`config.mk`:
```
export PLATFORM = sky130hd
export DESIGN_NAME = hazard_unit_v
export DESIGN_NICKNAME = d
export VERILOG_FILES = /design/src/rtl/hazard_unit_v.sv
export SDC_FILE = /design/constraint.sdc
export NUM_CORES = 1
export LEC_CHECK = 0
export CORE_MARGIN = 5
export CORE_UTILIZATION = 47
export CTS_BUF_LIST = sky130_fd_sc_hd__clkbuf_16
export CTS_CLUSTER_SIZE = 30
export DETAILED_ROUTE_END_ITERATION = 6
export PLACE_DENSITY = 0.86
export RECOVER_POWER = 100
export SLEW_MARGIN = 5
export SYNTH_ARGS = -nofsm -noshare
export SYNTH_HDL_FRONTEND = slang
export SYNTH_SLANG_ARGS = --single-unit
export TNS_END_PERCENT = 5
```
`constraint.sdc`:
```
create_clock -name clk -period 5.4 [get_ports clk]
set_input_delay 1.35 -clock clk [delete_from_list [all_inputs] [get_ports clk]]
set_output_delay 1.35 -clock clk [all_outputs]
set_load 0.02 [all_outputs]
```
`src/rtl/hazard_unit_v.sv`:
```
// hazard_unit_v: pipeline hazard unit (forwarding, load-use and vector-memory stalls, stall profiling)
// Ports: Ra1D/Ra2D/Ra1E/Ra2E/WA3E/WA3M/WA3W register addresses; RegWriteM/RegWriteW write enables;
//   MemtoRegE load in E; MemAccessD/MemAccessE vector LW/SW in D/E.
//   ForwardAE/ForwardBE operand selects (00 regfile, 01 ResultW, 10 ALUOutM);
//   StallF/StallD/FlushE combined stall; MemBusy data memory occupied; StallCount saturating stall cycles.
module hazard_unit_v #(
  parameter int REG_W      = 5,
  parameter int VMEM_BEATS = 4,
  parameter int CNT_W      = 16
) (
  input  logic             clk,
  input  logic             reset,
  input  logic [REG_W-1:0] Ra1D,
  input  logic [REG_W-1:0] Ra2D,
  input  logic [REG_W-1:0] Ra1E,
  input  logic [REG_W-1:0] Ra2E,
  input  logic [REG_W-1:0] WA3E,
  input  logic [REG_W-1:0] WA3M,
  input  logic [REG_W-1:0] WA3W,
  input  logic             RegWriteM,
  input  logic             RegWriteW,
  input  logic             MemtoRegE,
  input  logic             MemAccessD,
  input  logic             MemAccessE,
  output logic [1:0]       ForwardAE,
  output logic [1:0]       ForwardBE,
  output logic             StallF,
  output logic             StallD,
  output logic             FlushE,
  output logic             MemBusy,
  output logic [CNT_W-1:0] StallCount
);
  logic [3:0]       cnt_q, cnt_d;
  logic [CNT_W-1:0] scnt_q, scnt_d;
  logic             ld_stall, mem_stall, stall;
  always_comb begin
    ForwardAE = (RegWriteM && Ra1E == WA3M) ? 2'b10 : (RegWriteW && Ra1E == WA3W) ? 2'b01 : 2'b00;
    ForwardBE = (RegWriteM && Ra2E == WA3M) ? 2'b10 : (RegWriteW && Ra2E == WA3W) ? 2'b01 : 2'b00;
    ld_stall  = MemtoRegE && (Ra1D == WA3E || Ra2D == WA3E);
    // cnt==1 is the last busy beat, so a D access may proceed and reach M just as memory frees up
    mem_stall = MemAccessD && (MemAccessE || cnt_q > 4'd1);
    stall     = ld_stall || mem_stall;
    cnt_d     = MemAccessE ? 4'(VMEM_BEATS - 1) : (cnt_q != 4'd0) ? cnt_q - 4'd1 : cnt_q;
    scnt_d    = (stall && scnt_q != '1) ? scnt_q + CNT_W'(1) : scnt_q;
  end
  assign StallF     = stall;
  assign StallD     = stall;
  assign FlushE     = stall;
  assign MemBusy    = cnt_q != 4'd0;
  assign StallCount = scnt_q;
  always_ff @(posedge clk or posedge reset) begin
    if (reset) begin
      cnt_q  <= 4'd0;
      scnt_q <= '0;
    end else begin
      cnt_q  <= cnt_d;
      scnt_q <= scnt_d;
    end
  end
endmodule

```
# After elaboration in Yosys (flattened, before gate mapping)
# Cells that the tools add are included.
[op_classes] addsub=2 order_cmp=1 n_eq_ne=7 muxes=6 reduce_logical=12
[op_table] operator="equality test 5 bit" count=6
[op_table] operator="adder 16 x 1 -> 16 bit, second input constant" count=1
[op_table] operator="!= test 16 bit, second input constant" count=1
[op_table] operator="two-way mux 4 bit" count=2
[op_table] operator="logical AND 1 bit" count=7
[op_table] operator="greater-than comparator 4 x 1 -> 1 bit, second input constant" count=1
[op_table] operator="two-way mux 2 bit" count=2
[op_table] operator="nonzero test 4 bit" count=1
[op_table] operator="subtractor 4 x 1 -> 4 bit, second input constant" count=1
[op_table] operator="logical OR 1 bit" count=3
[op_table] operator="two-way mux 1 bit" count=2
[op_table] operator="nonzero test 2 bit" count=1
[word_totals] reg_bits=20 input_bits=42 output_inout_bits=24 word_cells=30

# Logic depth before layout (Yosys ltp)
# Gate-level depths: netlist (run 1).
[depth] word_depth=5 ltp_mapped=8 ltp_nobuf=7

# Worst setup path after synthesis (run 1)
# OpenSTA, ideal clock, no wires.
[synth_path] path_kind="in2out" from="input Ra1D[0]" to="output StallD" t_arrival_ns=2.614 required_ns=4.050 path_slack_ns=1.436 cell_stages=6 n_path_buf=2 path_cell_list="xor2_1 -> nor4_4 -> nand3_2 -> buf_6 -> nand2_1 -> buf_4"
[synth_between] elab_chain_cells=4
[synth_lines] item="start, declared" line="13" source="input logic [REG_W-1:0] Ra1D,"
[synth_lines] item="equality test 5 bit" line="39" source="ld_stall = MemtoRegE && (Ra1D == WA3E || Ra2D == WA3E);"
[synth_lines] item="logical OR 1 bit" line="39"
[synth_lines] item="logical AND 1 bit" line="39"
[synth_lines] item="logical OR 1 bit" line="42" source="stall = ld_stall || mem_stall;"
[synth_lines] item="end, declared" line="28" source="output logic StallD,"
# No other way between the ends.

# Final worst setup path (run 1)
[layout_path] from="input WA3E[1]" to="output FlushE"
[layout_between] elab_chain_cells=4 elab_cells_between_ends=5 classes_between="2 x eq/ne; 3 x reduce/logical"
[layout_lines] item="start, declared" line="17" source="input logic [REG_W-1:0] WA3E,"
[layout_lines] item="equality test 5 bit" line="39"
[layout_lines] item="logical OR 1 bit (*)" line="39"
[layout_lines] item="logical AND 1 bit (*)" line="39"
[layout_lines] item="logical OR 1 bit (*)" line="42"
[layout_lines] item="end, declared" line="29" source="output logic FlushE,"
# Mark *: on every way between the ends. The rest lies on a longest branch, timed or not.

==> results of run 1 <==
[stage by stage]
step | setup WS, ps | std cells | util, % | area (µm²) | power, mW
final | 316 | 285 | 70.2 | 2340 | 0.968
after global routing | 229 | 285 | 70.2 | 2340 | 1.03
after CTS | 527 | 285 | 72.0 | 2400 | 0.997
after detailed placement | 547 | 281 | 68.8 | 2300 | 0.785
after global placement | 581 | 281 | 68.8 | 2300 | 0.773
after floorplan | 1440 | 175 | - | 1630 | 0.585
[power by group]
part / total (mW) / switching [mW] / internal, mW / leakage, nW
Sequential: 0.286 / 0.0830 / 0.203 / 0.226
Combinational: 0.480 / 0.260 / 0.220 / 0.674
Clock: 0.202 / 0.0548 / 0.147 / 0.0511
Total: 0.968 / 0.398 / 0.570 / 0.951
[critical path: cells and delay by family]
family | cells | cell delay, ps
and+or+nand+nor | 2 | 710
AOI/OAI and AO/OA | 1 | 220
xor gates and xnor gates | 1 | 180
buffers and inverters | 2 | 1270
[final cells by class]
cell class              instances  area [µm²]
flip-flops and latches         20         500
repair buffers                 66         658
clock buffers                   3        75.1
well taps                      46        57.6
multi-input cells             144        1000
inverters                       5        18.8
fillers                       280         996
clock inverters                 1        30.0
[cells in the mapped netlist (4+ instances only)]
library cell / count / area, µm²
xor2_1: 26 / 228
nor4_1: 4 / 25.0
a21oi_1: 4 / 20.0
xnor2_1: 8 / 70.1
nand3_1: 18 / 90.1
dfrtp_1: 20 / 500
nand2_1: 10 / 37.5
and3_1: 4 / 25.0
nor2_1: 10 / 37.5
nand4_1: 8 / 50.1
inv_1: 5 / 18.8
o21ai_0: 10 / 50.1
nor3_1: 5 / 25.0
[sequential cells by signal, summed over array words and instances (netlist names)]
signal and cells:
cnt_q 4, StallCount 16
[cell families after synthesis]
kind of cell             count (synthesis)  synth area share [%]
AND/OR/NAND/NOR                         74                  26.1
XOR/XNOR                                34                  18.3
AO/OA/AOI/OAI                           28                  14.6
flip-flops                              20                  30.8
buffers and inverters                   11                  3.93
multiplexers                             5                  3.93
adder cells (fa/ha/maj)                  3                  2.31
[how the worst max path moves through the flow]
stage | depth (start not counted) | end | slack, ps | start
2_1_floorplan | 6 | StallD | 1440 | Ra1D[0]
3_3_place_gp | 5 | FlushE | 580 | MemAccessE
3_5_place_dp | 5 | FlushE | 550 | MemAccessE
4_1_cts | 5 | FlushE | 530 | MemAccessE
5_1_grt | 6 | FlushE | 230 | WA3E[1]
6_report | 6 | FlushE | 320 | WA3E[1]
[layer usage]
metal	global-route usage [%]	up-vias	part of all wire, %
met5	0	-	0
met4	6.57	0	2.1
met3	4.38	10	7.3
met2	29.7	69	47
met1	23.9	732	43
li1	-	767	-
==> flow_summary.toml, run 1 <==
[power]
leakagePower_nw = 0.951
powerDensity_nw_per_um2 = 414
ir_worst_vdd_mv = 0.175

[sta]
setup-tns-final_ps = 0
holdWs_ps = 531
finClkSkew_ps = 1.79
finalSetupViolations = 0
hold_violations = 0
min_period_over_period_pct = 94.2
slew_headroom_pct = 49.7
rsz0062_at_grt = "false"
period_needed_ps = 5080
drv_slew = 0
max_freq_mhz = 197
worst_pin_slew_ps = 754

[clocking]
htreeDepth = 1
hold_buffers = 0
cts_setup_buffers = 0
cts_root_buf = "clkbuf_16"
ctsResizeCount = 0
cts_buffer_depth = 2
cts_tree = "done"
cts_made_buffers = 3
clock_latency_ps = 250
clock-sinks = 20
path_clk_slew_ps = 60

[drt]
drt-vias-per-instance = 5.54
first_pass_iters = 4
avgRoutedWirePerCell_um = 14.7
drtIter0Drc = 137
ant_nets = 0
vias = 1578
wl_um = 4180
drc = 0

[logic_synthesis]
yosysSeqAreaShare_pct = 30.8
syn-cell-area_um2 = 1630
syn_area_per_cell_um2 = 9.29
synth-seq-cells = 20
async_reset_ff_share_pct = 100
syn_inst = 175
yosys.cell_types.count = 39
synth_edf_count = 0
ys_warn_count = 0
synth_ff_type = "dfrtp_1"
synthesis.nets = 220

[global_route]
grt_use_total_pct = 18.4
grt_first_pass_wirelength_um = 6580
antenna_found_initial = 0
first_global_vias = 1494
grt_max_degree = 21
grt_overflow = 0

[floorplanning]
coreArea_um2 = 3340
fp.dieArea_um2 = 4730
die_w_um = 68.8
ios = 66
die_y_um = 68.8
start_util_pct = 48.7
rows = 21

[min_path]
hold_start = "StallCount[0]"
min_path_type = "flop to flop"
hold_end = "StallCount[0]"
min_path_cells = 1

[setup_path]
slowest_stage = "dlygate4sd3_1"
rr_worst_depth = 6
crit_chain = "dlygate4sd3_1, xor2_1, nor4_1, a21oi_4, nand2_1, dlygate4sd3_1"
path_max_fanout = 15
crit_required_ps = 4050
crit_top_cell = "dlygate4sd3_1"
cp-end-kind = "output port"
path_class = "primary input to output port"
critPathLaunchType = "primary input"
r2r_end = "StallCount[1]"
r2r_slack_ps = 2950
timing.rr.start = "StallCount[0]"
cpPeakStageDelay_ps = 690
cp.arrival_ps = 3730

[final_layout]
final_common_cell = "clkdlybuf4s50_1"
layout-drive-gt1-share_pct = 6.28
areaGrowthSynthToFinish_pct = 44.0
antenna_cells = 0
nNetsFinal = 285
final_cell_mix = "clkdlybuf4s50_1, dlygate4sd3_1, xor2_1, dfrtp_1, nand3_1"

[placed_design]
portBuffers = 65
gp_congestion = 0.811
dp_hpwl_um = 3260

[run]
drv_cap = 0

[outcome]
status = "finished clean"
Note: power is estimated with default switching activity, not from simulation.
==> run 2: changes to the inputs <==
CORE_MARGIN = 4   (was 5)
==> run 2 against run 1 <==
Routed wire length decreased by 0.98%. Critical endpoint is now StallF. Count of clock-buffer cells in the layout unchanged. First-iteration DRC count increased by 24%.
==> flow_summary.toml, run 2 (synthesis gave the netlist of run 1 again) <==
[final_layout]
ff_latch_area_um2 = 500
final_common_cell = "clkdlybuf4s50_1"
nNetsFinal = 285
areaGrowthSynthToFinish_pct = 42.2
final_cell_mix = "clkdlybuf4s50_1, xor2_1, dlygate4sd3_1, dfrtp_1, nand3_1"
n_fill_cell = 267
largest_reg_flops = 16
fin_area_um2 = 2310
layout-drive-gt1-share_pct = 5.88
antenna_cells = 0
fin_util_pct = 69.3
multi_input_area_um2 = 1000

[drt]
drtIter0Drc = 170
wl_um = 4140
drc = 0
avgRoutedWirePerCell_um = 14.6
first_pass_iters = 4
drt-vias-per-instance = 5.61
ant_nets = 0
vias = 1592

[clocking]
path_clk_slew_ps = 60
cts_setup_buffers = 0
cts_buffer_depth = 2
cts_made_buffers = 3
clock-sinks = 20
hold_buffers = 0
clock_latency_ps = 250
cts_tree = "done"
htreeDepth = 1
ctsResizeCount = 0
cts_root_buf = "clkbuf_16"

[setup_path]
path_class = "primary input to output port"
crit_required_ps = 4050
cpPeakStageDelay_ps = 680
r2r_end = "StallCount[1]"
r2r_slack_ps = 3000
crit_top_cell = "dlygate4sd3_1"
critPathLaunchType = "primary input"
timing.rr.start = "StallCount[0]"
cp-end-kind = "output port"
rr_worst_depth = 6
slowest_stage = "dlygate4sd3_1"
path_max_fanout = 15
crit_chain = "dlygate4sd3_1, o41a_1, a21oi_4, nand2_1, dlygate4sd3_1"
cp.arrival_ps = 3620
startpoint = "MemAccessE"

[sta]
hold_violations = 0
worst_pin_slew_ps = 765
setup-tns-final_ps = 0
finClkSkew_ps = 3.04
rsz0062_at_grt = "false"
max_freq_mhz = 201
drv_slew = 0
holdWs_ps = 522
slew_headroom_pct = 49.0
finalSetupViolations = 0
period_needed_ps = 4970
min_period_over_period_pct = 92.1

[floorplanning]
die_y_um = 66.8
coreArea_um2 = 3340
rows = 21
ios = 66
fp.dieArea_um2 = 4460
die_w_um = 66.8
start_util_pct = 48.7

[min_path]
hold_end = "cnt_q[1]"
min_path_type = "flop to flop"
hold_start = "cnt_q[1]"
min_path_cells = 1

[placed_design]
gp_congestion = 0.830
place_area_um2 = 2300
portBuffers = 65
dp_hpwl_um = 3290

[global_route]
grt_overflow = 0
grt_max_degree = 21
grt_first_pass_wirelength_um = 6550
grt_use_total_pct = 19.3
first_global_vias = 1457
antenna_found_initial = 0

[power]
ir_worst_vdd_mv = 0.171
powerDensity_nw_per_um2 = 394
leakagePower_nw = 0.937

[run]
drv_cap = 0

[outcome]
status = "finished clean"
[run 2: cell count changes in the layout (fill, tap and decap cells not counted), sizes merged]
cell,previous run,this run
bufinv,1,0
clkdlybuf4s50,38,39
dlygate4sd3,27,26
[run 2: worst max-delay path, delay by kind of cell]
kind | cells | cell delay (ps)
buffers and inverters | 2 | 1280
AO/OA/AOI/OAI | 2 | 830
AND/OR/NAND/NOR | 1 | 160
[run 2: through the flow]
stage	total power, mW	setup slack [ps]	instances
final	0.909	428	284
after global routing	0.971	312	284
after CTS	0.941	535	284
after detailed placement	0.786	542	281
after global placement	0.771	579	281
after floorplan	0.585	1440	175
[run 2: cell type report]
| type | instances | area share, % |
|---|---|---|
| clock buffer | 3 | 3.25 |
| inverter | 5 | 0.812 |
| multi-input combinational | 144 | 43.3 |
| sequential | 20 | 21.7 |
| tap | 46 | 2.49 |
| timing repair buffer | 66 | 28.5 |
[run 2: how the worst max path moves through the flow]
| stage | endpoint | slack [ps] | cells after the start |
|---|---|---|---|
| after floorplan | StallD | 1440 | 6 |
| final | StallF | 430 | 5 |
| after detailed placement | StallF | 540 | 5 |
| after global placement | FlushE | 580 | 5 |
| after global routing | StallF | 310 | 6 |
| after CTS | StallF | 540 | 5 |
[run 2: routing by layer]
| layer | wire [µm] | global-route usage (%) | share of wire (%) | vias to the layer above |
|---|---|---|---|---|
| met2 | 2050 | 32.8 | 49 | 87 |
| li1 | - | - | - | 766 |
| met3 | 365 | 4.38 | 8.8 | 13 |
| met1 | 1620 | 23.6 | 39 | 726 |
| met4 | 102 | 7.36 | 2.5 | 0 |
| met5 | 0 | 0 | 0 | - |
[run 2: where the power goes]
| group | internal (mW) | switching [mW] |
|---|---|---|
| logic | 0.220 | 0.256 |
| registers | 0.203 | 0.0791 |
| clock network | 0.0976 | 0.0528 |
==> run 3: changes to the inputs <==
GPL_TIMING_DRIVEN = 0   (was default)
SLEW_MARGIN = 20   (was 5)
==> run 3 against run 2 <==
Fmax down 2.2%. Via count is 1.3% higher. Register-to-register slack better by 20 ps. Sequential cell count is the same. Routed wire length is the same. Critical path type unchanged. Highest routed layer unchanged. Clock power up 35%. Global-route usage increased by 0.31 points. Sequential share of layout area shrank 0.94 points. Sequential power about the same.
==> flow_summary.toml, run 3 (synthesis gave the netlist of run 1 again) <==
[final_layout]
final_common_cell = "clkdlybuf4s50_1"
final_cell_mix = "clkdlybuf4s50_1, xor2_1, dlygate4sd3_1, dfrtp_1, nand3_1"
stdcell_count = 290
largest_reg_flops = 16
antenna_cells = 0
ff_latch_area_um2 = 500
n_fill_cell = 274
nNetsFinal = 290
fin_area_um2 = 2420
multi_input_area_um2 = 1040
areaGrowthSynthToFinish_pct = 48.7
layout-drive-gt1-share_pct = 8.20

[floorplanning]
fp.dieArea_um2 = 4460
die_w_um = 66.8
ios = 66
die_y_um = 66.8
rows = 21
coreArea_um2 = 3340
start_util_pct = 48.7

[clocking]
cts_made_buffers = 3
path_clk_slew_ps = 60
clock-sinks = 20
htreeDepth = 1
cts_setup_buffers = 0
ctsResizeCount = 0
hold_buffers = 0
cts_tree = "done"
cts_root_buf = "clkbuf_16"
clock_latency_ps = 250
cts_buffer_depth = 2

[placed_design]
dp_hpwl_um = 3150
portBuffers = 65
place_area_um2 = 2330
gp_congestion = 0.812
dp_cells = 286
dpl_worst_slack_ps = 399

[drt]
vias = 1613
wl_um = 4140
avgRoutedWirePerCell_um = 14.3
drtIter0Drc = 126
drc = 0
drt-vias-per-instance = 5.56
first_pass_iters = 5
ant_nets = 0

[setup_path]
rr_worst_depth = 7
crit_required_ps = 4050
startpoint = "WA3E[0]"
cp_num_buf_inv = 4
critPathLaunchType = "primary input"
slowest_stage = "dlygate4sd3_1"
setup.worst_path.end = "StallF"
cp.arrival_ps = 3730
path_class = "primary input to output port"
r2r_slack_ps = 3020
cpLargestDelayFamily = "buffers and inverters"
timing.rr.start = "cnt_q[0]"
crit_chain = "dlygate4sd3_1, xor2_1, nor4_4, nand3_2, buf_6, nand2_1, buf_4, clkdlybuf4s50_1"
cp-end-kind = "output port"
path_max_fanout = 10
cpPeakStageDelay_ps = 590
r2r_end = "StallCount[1]"
path_depth = 8

[global_route]
grt_overflow = 0
first_global_vias = 1507
grt_use_total_pct = 19.6
antenna_found_initial = 0
grt_max_degree = 21
grt_first_pass_wirelength_um = 6710

[sta]
drv_slew = 0
slew_headroom_pct = 48.6
max_freq_mhz = 197
period_needed_ps = 5080
rsz0062_at_grt = "false"
finClkSkew_ps = 4.97
min_period_over_period_pct = 94.1
hold_violations = 0
setup_ws_ps = 317
finalSetupViolations = 0
holdWs_ps = 516
worst_pin_slew_ps = 770
setup-tns-final_ps = 0

[power]
ir_worst_vdd_mv = 0.206
powerDensity_nw_per_um2 = 405
leakagePower_nw = 0.971

[outcome]
status = "finished clean"

[run]
drv_cap = 0

[min_path]
min_path_type = "flop to flop"
## run 3: cell types whose count changed in the layout (fill, tap and decap cells not counted), sizes merged
cell	before	now
clkdlybuf4s50	39	40
dlygate4sd3	26	25
bufinv	0	1
buf	1	4
clkbuf	3	5
## run 3: how the worst min path moves through the flow
| stage | startpoint | to | slack, ps | cells after the start |
|---|---|---|---|---|
| global placement | cnt_q[1] | cnt_q[1] | 500 | 1 |
| global route | cnt_q[1] | cnt_q[1] | 540 | 1 |
| finish | cnt_q[1] | cnt_q[1] | 520 | 1 |
| CTS | cnt_q[1] | cnt_q[1] | 520 | 1 |
| floorplan | cnt_q[1] | cnt_q[1] | 480 | 1 |
| detailed placement | cnt_q[1] | cnt_q[1] | 500 | 1 |
## run 3: power by group
part	internal [mW]	switching, mW	leakage, nW
registers	0.203	0.0814	0.226
clock network	0.147	0.0552	0.0511
logic	0.228	0.263	0.694
total	0.578	0.399	0.971
## run 3: area by class of cell
type,instances,share of cell area (%)
multi-input cells,144,43.0
repair buffers,65,26.9
flip-flops and latches,20,20.7
clock buffers,3,3.11
well taps,46,2.38
plain buffers,6,1.86
clock inverters,1,1.24
inverters,5,0.777
## run 3: metrics by stage
step	power, mW	util [%]
5_1_grt	1.04	72.4
6_report	0.978	72.4
4_1_cts	1.00	73.1
2_1_floorplan	0.585	-
3_5_place_dp	0.792	69.9
3_3_place_gp	0.780	69.9
## run 3: layer usage
layer | track usage, % | vias to the layer above | share of wire [%]
met2 | 32.3 | 63 | 47
li1 | - | 773 | -
met4 | 5.33 | 0 | 1.6
met1 | 24.4 | 769 | 43
met3 | 6.58 | 8 | 8.0
met5 | 0 | - | 0
